`config.mk`:
```
export PLATFORM = sky130hd
export DESIGN_NAME = nios1_pio_key_in_flat
export DESIGN_NICKNAME = d
export VERILOG_FILES = /design/src/rtl/nios1_pio_pkg.sv /design/src/rtl/nios1_pio_key_in_if.sv /design/src/rtl/pio_debounce_bit.sv /design/src/rtl/nios1_pio_key_in.sv /design/src/flat_wrapper.sv
export SDC_FILE = /design/constraint.sdc
export NUM_CORES = 1
export LEC_CHECK = 0
export ABC_AREA = 1
export CORE_ASPECT_RATIO = 0.5
export CORE_MARGIN = 10
export CORE_UTILIZATION = 50
export CTS_BUF_LIST = sky130_fd_sc_hd__clkbuf_16
export DETAILED_ROUTE_END_ITERATION = 7
export PLACE_DENSITY = 0.75
export REMOVE_ABC_BUFFERS = 1
export SETUP_SLACK_MARGIN = 0.05
export SYNTH_ARGS = -nofsm -noshare
export SYNTH_HDL_FRONTEND = slang
export SYNTH_SLANG_ARGS = --single-unit
```
`constraint.sdc`:
```
create_clock -name clk -period 2.94 [get_ports clk]
set_input_delay 0.441 -clock clk [delete_from_list [all_inputs] [get_ports clk]]
set_output_delay 0.441 -clock clk [all_outputs]
set_load 0.01 [all_outputs]
```
`src/rtl/nios1_pio_pkg.sv`:
```
// Shared constants for the key-input PIO: register word addresses and edge-type codes.
// Latency: none (constants and pure functions only).
// Backpressure: none; the Avalon-MM slave never stalls.
package nios1_pio_pkg;

    // Avalon-MM word addresses of the software-visible registers.
    localparam logic [2:0] ADDR_DATA    = 3'd0;
    localparam logic [2:0] ADDR_IRQMASK = 3'd2;
    localparam logic [2:0] ADDR_EDGECAP = 3'd3;

    // Edge-type selector codes for the EDGE_TYPE parameter.
    localparam int EDGE_RISING  = 0;
    localparam int EDGE_FALLING = 1;
    localparam int EDGE_ANY     = 2;

    typedef logic [2:0]  addr_t;
    typedef logic [31:0] word_t;

    // Width of a debounce counter that can hold 0..cycles without wrapping.
    // A bypassed debouncer still reports a 1-bit width so vector widths stay legal.
    function automatic int debounce_cnt_width(input int cycles);
        if (cycles <= 0) begin
            return 1;
        end
        return $clog2(cycles + 1);
    endfunction

endpackage

```
`src/rtl/nios1_pio_key_in_if.sv`:
```
// Avalon-MM slave bus bundle for the key-input PIO (address, strobes, data).
// Latency: reads are combinational (latency 0); writes take effect on the next clk edge.
// Backpressure: none; there is no waitrequest, every access completes immediately.
interface nios1_pio_key_in_if;
    import nios1_pio_pkg::*;

    addr_t address;
    logic  chipselect;
    logic  write_n;
    word_t writedata;
    word_t readdata;

    // Host side: drives the access, samples read data.
    modport master (
        output address,
        output chipselect,
        output write_n,
        output writedata,
        input  readdata
    );

    // PIO side: decodes the access, returns read data.
    modport slave (
        input  address,
        input  chipselect,
        input  write_n,
        input  writedata,
        output readdata
    );

endinterface

```
`src/rtl/pio_debounce_bit.sv`:
```
// One input pin: 2-flop synchronizer followed by an optional stable-for-N-cycles filter.
// Latency: 2 cycles to sync2; stable follows 1 cycle later (bypass) or after N matching cycles.
// Backpressure: none; the pin is sampled every cycle.
module pio_debounce_bit
    import nios1_pio_pkg::*;
#(
    parameter int   DEBOUNCE_CYCLES = 50000,
    parameter logic RESET_VAL       = 1'b1
) (
    input  logic clk,
    input  logic reset,
    input  logic pin,
    output logic stable
);

    logic sync1;
    logic sync2;

    // Two-stage synchronizer: the raw pin is asynchronous to clk.
    always_ff @(posedge clk or posedge reset) begin
        if (reset) begin
            sync1 <= RESET_VAL;
            sync2 <= RESET_VAL;
        end else begin
            sync1 <= pin;
            sync2 <= sync1;
        end
    end

    generate
        if (DEBOUNCE_CYCLES == 0) begin : g_bypass

            // No filtering: stable simply tracks the synchronized pin.
            always_ff @(posedge clk or posedge reset) begin
                if (reset) begin
                    stable <= RESET_VAL;
                end else begin
                    stable <= sync2;
                end
            end

        end else begin : g_filter

            localparam int CW = debounce_cnt_width(DEBOUNCE_CYCLES);
            localparam logic [CW-1:0] LAST = CW'(DEBOUNCE_CYCLES - 1);

            logic [CW-1:0] cnt;

            // Count consecutive cycles of disagreement; accept the new level on the
            // N-th one. Any agreeing cycle restarts the count, so glitches are dropped
            // and the counter tops out at N-1 (it cannot wrap).
            always_ff @(posedge clk or posedge reset) begin
                if (reset) begin
                    cnt    <= '0;
                    stable <= RESET_VAL;
                end else if (sync2 == stable) begin
                    cnt <= '0;
                end else if (cnt == LAST) begin
                    cnt    <= '0;
                    stable <= sync2;
                end else begin
                    cnt <= cnt + CW'(1);
                end
            end

        end
    endgenerate

endmodule

```
`src/rtl/nios1_pio_key_in.sv`:
```
// Key-input PIO: synchronized/debounced pins, edge capture with write-1-to-clear, masked level irq.
// Latency: bypass pin change -> data after 2 edges, edgecapture after 3; reads are combinational.
// Backpressure: none; Avalon-MM slave with no waitrequest, accesses always complete.
module nios1_pio_key_in
    import nios1_pio_pkg::*;
#(
    parameter int               WIDTH           = 4,
    parameter int               DEBOUNCE_CYCLES = 50000,
    parameter int               EDGE_TYPE       = 1,
    parameter logic [WIDTH-1:0] IN_RESET_VAL    = '1
) (
    input  logic                   clk,
    input  logic                   reset,
    nios1_pio_key_in_if.slave      bus,
    input  logic [WIDTH-1:0]       in_port,
    output logic                   irq
);

    logic [WIDTH-1:0] stable;
    logic [WIDTH-1:0] stable_d;
    logic [WIDTH-1:0] edge_det;
    logic [WIDTH-1:0] irqmask;
    logic [WIDTH-1:0] edgecapture;
    logic [WIDTH-1:0] clr_mask;
    logic             wr_en;
    logic             unused_wdata_hi;

    // Per-pin synchronizer and debounce filter.
    for (genvar i = 0; i < WIDTH; i++) begin : g_bit
        pio_debounce_bit #(
            .DEBOUNCE_CYCLES (DEBOUNCE_CYCLES),
            .RESET_VAL       (IN_RESET_VAL[i])
        ) u_bit (
            .clk    (clk),
            .reset  (reset),
            .pin    (in_port[i]),
            .stable (stable[i])
        );
    end

    // One-cycle history of the filtered pins for edge detection. Resetting it to the
    // same idle level as stable keeps reset release from looking like an edge.
    always_ff @(posedge clk or posedge reset) begin
        if (reset) begin
            stable_d <= IN_RESET_VAL;
        end else begin
            stable_d <= stable;
        end
    end

    // Edge polarity is fixed at build time.
    generate
        if (EDGE_TYPE == EDGE_RISING) begin : g_rise
            assign edge_det = stable & ~stable_d;
        end else if (EDGE_TYPE == EDGE_ANY) begin : g_any
            assign edge_det = stable ^ stable_d;
        end else begin : g_fall
            assign edge_det = ~stable & stable_d;
        end
    endgenerate

    assign wr_en = bus.chipselect & ~bus.write_n;

    // Only the low WIDTH bits of writedata reach any register.
    assign unused_wdata_hi = ^(bus.writedata >> WIDTH);

    // Write-1-to-clear mask for edgecapture; zero unless edgecapture is being written.
    always_comb begin
        clr_mask = '0;
        if (wr_en && (bus.address == ADDR_EDGECAP)) begin
            clr_mask = bus.writedata[WIDTH-1:0];
        end
    end

    // Interrupt mask register; writes to any other address leave it alone.
    always_ff @(posedge clk or posedge reset) begin
        if (reset) begin
            irqmask <= '0;
        end else if (wr_en && (bus.address == ADDR_IRQMASK)) begin
            irqmask <= bus.writedata[WIDTH-1:0];
        end
    end

    // Sticky edge flags: clear is applied first so a same-cycle edge re-sets the bit.
    always_ff @(posedge clk or posedge reset) begin
        if (reset) begin
            edgecapture <= '0;
        end else begin
            edgecapture <= (edgecapture & ~clr_mask) | edge_det;
        end
    end

    // Zero-latency read mux, decoded from address alone; unmapped words read 0.
    always_comb begin
        bus.readdata = '0;
        case (bus.address)
            ADDR_DATA:    bus.readdata[WIDTH-1:0] = stable;
            ADDR_IRQMASK: bus.readdata[WIDTH-1:0] = irqmask;
            ADDR_EDGECAP: bus.readdata[WIDTH-1:0] = edgecapture;
            default:      bus.readdata = '0;
        endcase
    end

    assign irq = |(edgecapture & irqmask);

endmodule

```
`src/flat_wrapper.sv`:
```
// flat-port wrapper written by rule: the top's interface ports become plain ports
module nios1_pio_key_in_flat import nios1_pio_pkg::*;
#(
    parameter int               WIDTH           = 4,
    parameter int               DEBOUNCE_CYCLES = 50000,
    parameter int               EDGE_TYPE       = 1,
    parameter logic [WIDTH-1:0] IN_RESET_VAL    = '1
)
  (clk, reset, in_port, irq, bus_address, bus_chipselect, bus_write_n, bus_writedata, bus_readdata);
  nios1_pio_key_in_if bus_i ();
  input  logic clk;
  input  logic reset;
  input  logic [WIDTH-1:0] in_port;
  output logic irq;
  input wire logic [$bits(bus_i.address)-1:0] bus_address;
  input wire logic [$bits(bus_i.chipselect)-1:0] bus_chipselect;
  input wire logic [$bits(bus_i.write_n)-1:0] bus_write_n;
  input wire logic [$bits(bus_i.writedata)-1:0] bus_writedata;
  output wire logic [$bits(bus_i.readdata)-1:0] bus_readdata;
  assign bus_i.address = bus_address;
  assign bus_i.chipselect = bus_chipselect;
  assign bus_i.write_n = bus_write_n;
  assign bus_i.writedata = bus_writedata;
  assign bus_readdata = bus_i.readdata;
  nios1_pio_key_in #(.WIDTH(WIDTH), .DEBOUNCE_CYCLES(DEBOUNCE_CYCLES), .EDGE_TYPE(EDGE_TYPE), .IN_RESET_VAL(IN_RESET_VAL)) u_core (.clk(clk), .reset(reset), .bus(bus_i), .in_port(in_port), .irq(irq));
endmodule
```
== After elaboration in Yosys (flattened, before gate mapping) ==
Index checks and enable logic that the tools add are counted.

* $add $sub $neg: 4
* Equality and inequality tests: 10
* Mux-type cells: 10
* Bitwise operators: 12
* Reduce and logical (&&, ||, !) cells: 8

{| class="wikitable"
|+ Operators with widths
! cell !! count
|-
| $mux 16 || 8
|-
| $add 16x1->16 const B || 4
|-
| $eq 16x16->1 const B || 4
|-
| $and 4x4->4 || 3
|-
| $pmux 4 s3 || 1
|-
| $not 4->4 || 2
|-
| $reduce_and 2->1 || 4
|-
| $eq 3x2->1 const B || 2
|-
| $not 1->1 || 5
|-
| $eq 1x1->1 || 4
|-
| $mux 4 || 1
|-
| $or 4x4->4 || 1
|-
| $reduce_or 4->1 || 1
|-
| $logic_not 3->1 || 1
|-
| $logic_and 1x1->1 || 2
|-
| $and 1x1->1 || 1
|}

* Flip-flop bits (word level): 88
* Input bits: 43
* Output and inout bits: 33
* Word-level logic and storage cells: 63

== Depth between registers and ports, before layout ==
* Depth in word-level cells: 7
* Gate-level depth with buffers: 7
* Mapped depth without buffers: 7

== Hierarchy ==
A second synthesis with hierarchy kept.

* Cells, all modules: 600
* Area total of the unflattened synthesis: 4907.2 um2

{| class="wikitable"
|+ By module, submodules not included
! module !! instances !! cells an instance !! area an instance (um2) !! sequential area each (um2)
|-
| pio_debounce_bit || 4 || 124 || 1021.0 || 479.2
|-
| nios1_pio_key_in || 1 || 104 || 823.3 || 305.3
|}

== Least setup slack after synthesis ==
OpenSTA, ideal clock, no wires.

* Path type: input port to output port
* Start: input port bus_address[1]
* End: output port bus_readdata[0]
* Data arrival time: 953 ps
* Data required time: 2499 ps
* Setup slack: 1546 ps
* Stages on the path: 3
* Path buffers: 0
* Path through: nor3_1 > nand2_1 > nand3_1

* Longest elaborated chain between the ends: 2
* Elaborated cells on any way between the ends: 4
* Those cells by class: eq/ne: 2; mux: 1; reduce/logical: 1

{| class="wikitable"
|+ RTL lines
! what !! line !! RTL
|-
| start, declared || flat_wrapper.sv:15 || <nowiki>input wire logic [$bits(bus_i.address)-1:0] bus_address;</nowiki>
|-
| $eq 3x2->1 / $logic_not 3->1 (equally long branches) || nios1_pio_key_in.sv:96 || <nowiki>case (bus.address)</nowiki>
|-
| $pmux 4 s3 (*) || nios1_pio_key_in.sv:96 ||
|-
| end, declared || flat_wrapper.sv:19 || <nowiki>output wire logic [$bits(bus_i.readdata)-1:0] bus_readdata;</nowiki>
|}

Every way passes the cells marked *; elsewhere a longest branch is shown, timed or not.

== Worst setup path after layout ==
* Start: input port bus_address[0]
* End: output port bus_readdata[0]

The elaborated chain is that of the path after synthesis.

==> results.yml <==
synthesis:
  syn_inst: 613
  yosys.area.top_type: "dfrtp_1"
  yosysUniqueCellTypes: 27
  ys_warn_count: 0
  syn_area_sq_mm: 0.00478
  synth_top_area_share_pct: 37.7
  avgSynthCellArea_sq_um: 7.81
  synth_async_sr_flop_share_pct: 100
  synth.most_common_cell: "nor2_1"
  synth-seq-cells: 88
  synth_common_cells: "nor2_1, nand2_1, dfrtp_1"
  synth_flop_cell: "dfrtp_1"
  synthTopCellsByArea: "dfrtp_1, nor2_1, nand2_1, dfstp_2, inv_1"
  seq_area_frac_synth_pct: 46.4
  synth_edf_count: 0
clocking:
  cts_root_buf: "clkbuf_16"
  hold_buffers: 0
  clock_sinks: 88
  cts_tree: "built"
  cts-resized-gates: 0
  htree_num_levels: 3
  insertion_delay_ps: 350
  path_clk_slew_ps: 60
  cts_made_buffers: 9
  clockBufferDepth: 2
  post-cts-setup-buffer-count: 0
sta:
  max_freq_mhz: 398
  skew_ps: 8.28
  slew_violations: 0
  fin_crit_sh_pct: 85.6
  rsz0062_at_grt: "false"
  hold_viol: 0
  finalCriticalPeriod_ps: 2520
  setup_viol: 0
  layout_setup_ws_ps: 425
  fin_tns_setup_ps: 0
grt:
  grt_use_total_pct: 14.5
  globalRouteMet2Util_pct: 25.0
  grt_pass1_vias: 3834
  grt_antenna_before_repair: 0
  grtUsageMet3_pct: 4.08
  grt_most_used_layer: "met2"
  met1_usage_pct: 16.9
  grt_first_pass_wirelength_microns: 16700
  grt_overflow: 0
  grt_max_degree: 63
pwr:
  clkPwrFrac_pct: 44.8
  ir_drop_v: 0.000290
  power_density_mw_per_mm2: 497
  seqPwrFrac_pct: 48.7
  p_leak_uw: 0.00253
  power.internal_uw: 2060
  netSwitchingPower_uw: 600
  p_comb_share_pct: 6.5
  total_power_uw: 2660
  switching_share_pct: 22.6
route:
  vias: 3869
  ant_nets: 0
  wl_microns: 9540
  wl_per_cell_microns: 12.4
  detail_route.iter0.violations: 315
  viasPerCell: 5.04
  drc: 0
  firstDrtPassIters: 6
die:
  start_util_pct: 51.0
  core-area_sq_mm: 0.00938
  rows: 25
  die_w_microns: 158
  io_pins: 76
  die_y_microns: 89.2
  die_area_sq_mm: 0.0141
setup_path:
  critPathArrivalTime_ps: 2070
  crit_type: "primary input to primary output"
  startpoint: "bus_address[0]"
  timing.rr.start: "u_core.g_bit[3].u_bit.g_filter.cnt[0]$_DFF_PP0_"
  startpoint_type: "primary input"
  end_kind: "primary output"
  critPathMaxFanout: 4
  worst_ep_required_time_ps: 2500
placement:
  place.port_buffers: 19
  place_congestion: 0.921
  dpl_worst_slack_ps: 473
  dp.final_hpwl_microns: 6950
cells_and_area:
  drive_above_1_share_pct: 9.43
  nets: 690
  diodes: 0
  area.growth.synth_to_final_pct: 11.6
min_path:
  min_from: "u_core.g_bit[0].u_bit.sync1$_DFF_PP1_"
  hold_class: "flop to flop"
status:
  outcome: "complete, no violations"
run:
  drv_cap: 0
[logic make-up after synthesis]
| kind of cell | count (synthesis) | synth area share, % |
|---|---|---|
| and+or+nand+nor | 359 | 33.1 |
| buffers and inverters | 97 | 9.81 |
| DFF | 88 | 46.4 |
| AOI/OAI and AO/OA | 40 | 4.68 |
| xor gates and xnor gates | 24 | 4.86 |
| adders and majority gates | 4 | 1.05 |
| other | 1 | 0.0784 |
[state kept, by name (all words and copies together), names as in the netlist]
register,count
u_core.g_bit.u_bit.sync1,4
u_core.edgecapture,4
u_core.g_bit.u_bit.g_filter.cnt,64
u_core.g_bit.u_bit.stable,4
u_core.stable_d,4
u_core.irqmask,4
u_core.g_bit.u_bit.sync2,4
[layout by cell type, fill, tap and decap left out, types with 2 or more instances in the layout]
| cell | netlist | routed |
|---|---|---|
| nand3_1 | 46 | 46 |
| o21bai_1 | 4 | 4 |
| xor2_1 | 14 | 14 |
| inv_1 | 66 | 66 |
| nand4_1 | 14 | 14 |
| nor2_2 | 3 | 3 |
| nand2_2 | 7 | 7 |
| clkinv_2 | 0 | 2 |
| xnor2_1 | 7 | 7 |
| a31oi_1 | 5 | 5 |
| nor3_2 | 6 | 6 |
| a21oi_1 | 10 | 10 |
| xor2_2 | 3 | 3 |
| ha_1 | 4 | 4 |
| nor3_1 | 3 | 3 |
| bufinv_16 | 0 | 2 |
| nor3b_2 | 4 | 4 |
| clkbuf_16 | 0 | 9 |
| nand2_1 | 132 | 132 |
| a21o_1 | 3 | 3 |
| conb_1 | 1 | 28 |
| clkdlybuf4s50_1 | 0 | 19 |
| o21ai_0 | 18 | 18 |
| nand3_2 | 4 | 4 |
| inv_2 | 3 | 3 |
| clkinv_1 | 0 | 2 |
| dfstp_2 | 16 | 16 |
| dfrtp_1 | 72 | 72 |
| nor2_1 | 138 | 138 |
[worst max-delay path, stage by stage]
cell,delay (ps)
clkdlybuf4s50_1,470
nor3_1,420
nand2_1,100
nand3_1,110
clkdlybuf4s50_1,540
[metrics by stage]
| stage | hold WS, ps | area (sq um) | cells | util (%) |
|---|---|---|---|---|
| after global placement | 346 | 5040 | 753 | 53.7 |
| final | 359 | 5340 | 768 | 56.9 |
| after global routing | 366 | 5340 | 768 | 56.9 |
| after detailed placement | 352 | 5040 | 753 | 53.7 |
| after CTS | 361 | 5340 | 768 | 56.9 |
| after floorplan | 345 | 4680 | 612 | - |
[per-layer routing]
layer  part of all wire (%)  up-vias  routed length, microns
met3                    6.0       20                     576
met2                     46      114                    4410
met4                    2.1        0                     197
met1                     46     1795                    4360
li1                       -     1940                       -
met5                      0        -                       0
[power by group through the flow]
stage	clock network (uW)	registers, uW	logic (uW)
6_report	1190	1290	173
5_1_grt	1270	1300	197
4_1_cts	1210	1290	175
3_5_place_dp	0	1320	175
3_3_place_gp	0	1310	171
2_1_floorplan	0	1310	111
[final cells by class]
| cell class | count | area [sq um] |
|---|---|---|
| Clock buffer | 9 | 225 |
| Clock inverter | 6 | 76.3 |
| Fill cell | 832 | 4040 |
| Inverter | 69 | 260 |
| Multi-Input combinational cell | 455 | 2190 |
| Sequential cell | 88 | 2220 |
| Tap cell | 121 | 151 |
| Timing Repair Buffer | 20 | 210 |
[final timing paths]
kind,endpoint,slack (ps),depth (start not counted)
setup / recovery,bus_readdata[0],420,5
hold / removal,u_core.g_bit[0].u_bit.sync2$_DFF_PP1_,360,0
setup reg to reg,u_core.g_bit[3].u_bit.g_filter.cnt[11]$_DFF_PP0_,1380,6
hold reg to reg,u_core.g_bit[0].u_bit.sync2$_DFF_PP1_,360,0
max in group asynchronous,u_core.stable_d[0]$_DFF_PP1_,1810,3
min in group asynchronous,u_core.g_bit[3].u_bit.g_filter.cnt[0]$_DFF_PP0_,420,2
(Power assumes the default switching activity.)
